**config.mk**
```make
export PLATFORM = sky130hd
export DESIGN_NAME = hazard_ctrl
export DESIGN_NICKNAME = d
export VERILOG_FILES = /design/src/rtl/hazard_ctrl.sv
export SDC_FILE = /design/constraint.sdc
export NUM_CORES = 1
export LEC_CHECK = 0
export BUFFER_PORTS_ARGS = -buffer_cell sky130_fd_sc_hd__buf_2
export CAP_MARGIN = 20
export CORE_AREA = 10 10 107 109
export DETAILED_ROUTE_END_ITERATION = 10
export DIE_AREA = 0 0 117 119
export GPL_ROUTABILITY_DRIVEN = 0
export GPL_TIMING_DRIVEN = 1
export HOLD_SLACK_MARGIN = 0.03
export PLACE_DENSITY = 0.6
export SLEW_MARGIN = 40
export SYNTH_ARGS = -nofsm -noshare
export SYNTH_HDL_FRONTEND = slang
export SYNTH_SLANG_ARGS = --single-unit
```
**constraint.sdc**
```tcl
create_clock -name clk -period 2.2 [get_ports clk]
set_input_delay 0.22 -clock clk [delete_from_list [all_inputs] [get_ports clk]]
set_output_delay 0.22 -clock clk [all_outputs]
set_load 0.005 [all_outputs]
```
**src/rtl/hazard_ctrl.sv**
```systemverilog
// Hazard control for the 5-stage core: forwarding selects, load-use bubbles, branch flushes and memory freeze.
// All responses are combinational in the same cycle; mem_stall holds every stage and the shadow scoreboard.
module hazard_ctrl #(
   parameter int REG_AW = 5,
   parameter int CNT_W  = 16
) (
   input  logic              clk,
   input  logic              rst_n,
   input  logic [REG_AW-1:0] rs1_d,
   input  logic [REG_AW-1:0] rs2_d,
   input  logic              rs1_used_d,
   input  logic              rs2_used_d,
   input  logic [REG_AW-1:0] rd_d,
   input  logic              reg_write_d,
   input  logic              load_d,
   input  logic              pc_src_e,
   input  logic              mem_stall,
   output logic [1:0]        fwd_rs1,
   output logic [1:0]        fwd_rs2,
   output logic              stall_f,
   output logic              stall_d,
   output logic              stall_e,
   output logic              stall_m,
   output logic              stall_w,
   output logic              flush_d,
   output logic              flush_e,
   output logic [CNT_W-1:0]  stall_cnt,
   output logic [CNT_W-1:0]  flush_cnt
);

   typedef struct packed {
      logic [REG_AW-1:0] rs1;
      logic [REG_AW-1:0] rs2;
      logic              rs1_used;
      logic              rs2_used;
      logic [REG_AW-1:0] rd;
      logic              reg_write;
      logic              load;
   } e_stage_t;

   typedef struct packed {
      logic [REG_AW-1:0] rd;
      logic              reg_write;
   } wb_stage_t;

   typedef enum logic {RUN = 1'b0, FREEZE = 1'b1} state_t;

   state_t    state, state_nxt;
   e_stage_t  e_q;
   wb_stage_t m_q, w_q;
   logic      freeze;
   logic      lu;
   logic      stall_fd;

   function automatic logic [1:0] fwd_sel(input logic used, input logic [REG_AW-1:0] rs,
                                          input wb_stage_t m, input wb_stage_t w);
      logic [1:0] sel;
      sel = 2'b00;
      if (used && m.reg_write && (m.rd != '0) && (m.rd == rs))
         sel = 2'b10;
      else if (used && w.reg_write && (w.rd != '0) && (w.rd == rs))
         sel = 2'b01;
      return sel;
   endfunction

   always_ff @(posedge clk or negedge rst_n) begin
      if (!rst_n)
         state <= RUN;
      else
         state <= state_nxt;
   end

   always_comb begin
      state_nxt = state;
      case (state)
         RUN:     if (mem_stall)  state_nxt = FREEZE;
         FREEZE:  if (!mem_stall) state_nxt = RUN;
         default: state_nxt = RUN;
      endcase
   end

   // Freeze must bite in the first cycle mem_stall rises, so it is not just the registered state.
   always_comb begin
      freeze = 1'b0;
      case (state)
         RUN:     freeze = mem_stall;
         FREEZE:  freeze = mem_stall;
         default: freeze = 1'b0;
      endcase
   end

   assign lu = e_q.load && (e_q.rd != '0) &&
               ((rs1_used_d && (rs1_d == e_q.rd)) || (rs2_used_d && (rs2_d == e_q.rd)));

   always_comb begin
      stall_fd = 1'b0;
      flush_d  = 1'b0;
      flush_e  = 1'b0;
      if (!freeze) begin
         stall_fd = lu && !pc_src_e;
         flush_d  = pc_src_e;
         flush_e  = pc_src_e || lu;
      end
   end

   assign stall_f = freeze || stall_fd;
   assign stall_d = freeze || stall_fd;
   assign stall_e = freeze;
   assign stall_m = freeze;
   assign stall_w = freeze;

   assign fwd_rs1 = fwd_sel(e_q.rs1_used, e_q.rs1, m_q, w_q);
   assign fwd_rs2 = fwd_sel(e_q.rs2_used, e_q.rs2, m_q, w_q);

   always_ff @(posedge clk or negedge rst_n) begin
      if (!rst_n) begin
         e_q <= '0;
         m_q <= '0;
         w_q <= '0;
      end else if (!freeze) begin
         if (flush_e)
            e_q <= '0;
         else
            e_q <= '{rs1: rs1_d, rs2: rs2_d, rs1_used: rs1_used_d, rs2_used: rs2_used_d,
                     rd: rd_d, reg_write: reg_write_d, load: load_d};
         m_q <= '{rd: e_q.rd, reg_write: e_q.reg_write};
         w_q <= m_q;
      end
   end

   always_ff @(posedge clk or negedge rst_n) begin
      if (!rst_n) begin
         stall_cnt <= '0;
         flush_cnt <= '0;
      end else begin
         if (stall_fd && (stall_cnt != '1))
            stall_cnt <= stall_cnt + 1'b1;
         if (!freeze && pc_src_e && (flush_cnt != '1))
            flush_cnt <= flush_cnt + 1'b1;
      end
   end

endmodule

```
==> impl_metrics.py <==
metrics = {
    "run_status": {
        "outcome": "completed",
    },
    "global_route": {
        "grt_util_all_layers_pct": 11.98,
        "grt_max_degree": 39,
        "use_met2_pct": 18.96,
        "grt_pass1_vias": 2426,
        "antenna_found_initial": 0,
        "top_usage_layer": "met2",
        "gr-total-overflow": 0,
        "grt_pass1_wl_mm": 13.10,
        "use_met3_pct": 3.916,
        "use_met1_pct": 14.69,
    },
    "place": {
        "post-place-cells": 453,
        "io_buffers": 65,
        "post-dp-hpwl_mm": 5.896,
    },
    "floorplanning": {
        "fp.dieH_um": 119,
        "num_rows": 36,
        "coreArea_sq_um": 9459,
        "start_util_pct": 33.48,
        "io-pin-count": 66,
        "die_area_sq_um": 13920,
        "die_w_um": 117,
    },
    "timing": {
        "tns_ps": 0,
        "clock.fmax_ghz": 0.4729,
        "period_minus_slack_ps": 2115,
        "slew_headroom_pct": 58.24,
        "fin_skew_ps": 6.956,
        "setup_violations": 0,
        "hold_violations": 0,
        "fin_crit_sh_pct": 96.13,
        "worst_slew_pin_slew_ps": 626.4,
        "drv_slew": 0,
    },
    "final_layout": {
        "area_growth_pct": 22.44,
        "antenna_cells": 0,
        "layout_commonest_cell": "buf_2",
        "post-route-util_pct": 40.99,
        "drive_above_1_share_pct": 33.33,
        "nets": 381,
        "stdcell_count": 474,
        "most-common-layout-cells": "buf_2, dfrtp_1, xnor2_1",
    },
    "critical_path": {
        "cp_slowest_cell": "or4_4",
        "critical_path_class": "reg -> out",
        "crit_family": "simple AND/OR/NAND/NOR gates",
        "path_depth": 5,
        "critPathCaptureType": "output pin",
        "regToRegSetupSlack_ps": 220,
        "r2r_cells": 5,
        "crit_start": "e_q[6]",
        "endpoint": "stall_d",
        "cpPeakStageDelay_ps": 580,
        "crit_required_ps": 1980,
        "worstPathCellList": "or4_4 > o21a_4 > nand2_2 > o21bai_1 > buf_2",
        "cp_data_arrival_time_ps": 1890,
        "cp_num_buf_inv": 1,
        "timing.rr.start": "stall_cnt[4]",
        "crit_fanout": 5,
        "r2r_end": "stall_cnt[1]",
        "startpoint_type": "register",
    },
    "clock_network": {
        "cts.sinks": 63,
        "h-tree-depth": 3,
        "cts_buffers": 9,
        "cts-root-buf": "clkbuf_8",
        "clk_latency_ps": 330,
        "cts.clk_slew.worst_paths_ps": 60,
        "max-clock-path-buffers": 2,
        "cts_tree": "done",
    },
    "pwr": {
        "peakVddDrop_uv": 226.3,
        "comb_power_share_pct": 17.1,
        "switchingPower_mw": 0.8001,
        "swShare_pct": 28.89,
        "clkPwrFrac_pct": 31.1,
        "p_leak_nw": 1.795,
        "power_density_nw_per_um2": 714.3,
        "seqPwrFrac_pct": 51.8,
        "intPower_mw": 1.969,
        "p_total_mw": 2.769,
    },
    "routing": {
        "drcViolationCount": 0,
        "ant_nets": 0,
        "via_per_inst": 5.055,
        "wl_mm": 7.928,
        "vias": 2396,
        "drt_iter0_markers": 85,
        "wl_per_cell_um": 16.73,
        "dr.pass1.iters": 4,
    },
    "logic_synthesis": {
        "synthArstFlopShare_pct": 100.0,
        "ys_warn_count": 0,
        "synthFlopType": "dfrtp_1",
        "avgSynthCellArea_sq_um": 11.31,
        "netlist_top_cells_area": "dfrtp_1, xnor2_1, a22o_1",
        "ys_seq_area_share_pct": 49.78,
        "synth_edf_count": 0,
        "synth.distinct_cells": 38,
        "netlist.area_leader.share_pct": 49.78,
        "syn_nets": 305,
        "netlist_area_sq_um": 3167,
        "synth_top_area_cell": "dfrtp_1",
        "synthCells": 280,
        "ys_ff_latch": 63,
    },
    "flow_run": {
        "max_cap_violations": 0,
    },
    "worst_hold_path": {
        "hold_path_class": "in -> reg",
    },
}
-- stage by stage --
step           hold slack [ps]  instance area, sq um  setup WS (ps)
6_report                 100.6                  3877          85.21
5_1_grt                  91.34                  3877        -0.2158
4_1_cts                  84.13                  3814          19.92
3_5_place_dp             286.2                  3620          242.2
3_3_place_gp             279.1                  3620          271.0
2_1_floorplan           -75.59                  3167          159.7
-- cells in the mapped netlist (3+ instances only) --
library cell	number
xnor2_1	43
dfrtp_1	63
nor3_1	6
clkbuf_1	6
a22o_1	19
nor2_1	8
and4_1	4
nor4_1	6
nand2_1	14
mux2_2	14
inv_1	6
and3_1	5
xor2_1	14
nand3_1	21
buf_4	5
nand4_1	12
or4_1	3
-- worst min path at each step --
stage,endpoint,depth (start not counted),slack [ps],from
floorplan,e_q[0],0,-80,rst_n
finish,e_q[5],2,100,rd_d[3]
global route,e_q[1],2,90,reg_write_d
global placement,flush_cnt[4],1,280,rst_n
CTS,e_q[5],2,80,rd_d[3]
detailed placement,flush_cnt[4],1,290,rst_n
-- area by class of cell --
type                            count  area [sq um]
Fill cell                         939          5582
Tap cell                          114         142.6
Timing Repair Buffer               79         449.2
Clock inverter                      1         5.005
Multi-Input combinational cell    197          1524
Inverter                            6         22.52
Sequential cell                    63          1582
Clock buffer                       14         152.6
-- cell families (layout without fill, tap and decap cells) --
| kind of cell | after synthesis | in the layout | synth area share, % |
|---|---|---|---|
| multiplexers | 16 | 16 | 5.689 |
| XOR/XNOR | 57 | 57 | 15.76 |
| adder cells (fa/ha/maj) | 2 | 2 | 0.7901 |
| flip-flops | 63 | 63 | 49.78 |
| AND/OR/NAND/NOR | 89 | 89 | 16.04 |
| buffers and inverters | 20 | 100 | 3.477 |
| AO/OA/AOI/OAI | 33 | 33 | 8.456 |
-- sequential cells by signal, summed over array words and instances (netlist names) --
register,cells
w_q,6
flush_cnt,16
e_q,19
m_q,6
stall_cnt,16
-- power by group through the flow --
stage | Combinational, mW | Sequential [mW] | Clock [mW]
4_1_cts | 0.462 | 1.43 | 0.894
3_3_place_gp | 0.442 | 1.45 | 0
3_5_place_dp | 0.454 | 1.45 | 0
2_1_floorplan | 0.282 | 1.42 | 0
5_1_grt | 0.529 | 1.46 | 0.958
6_report | 0.474 | 1.43 | 0.861
-- metal layers --
metal	part of all wire (%)	wire length (um)
met1	44	3493
met3	5.4	430
met2	49	3851
met4	1.9	153
met5	0	0
-- what timing repair did --
| item | CTS | global route |
|---|---|---|
| hold endpoints to repair | 25 | 0 |
| hold buffers | 1 | 0 |
| resized for setup | 7 | 8 |
| buffers inserted | 0 | 5 |
| endpoints found under the setup margin | 5 | 5 |
| pin swaps | 0 | 4 |
(Power assumes the default switching activity.)
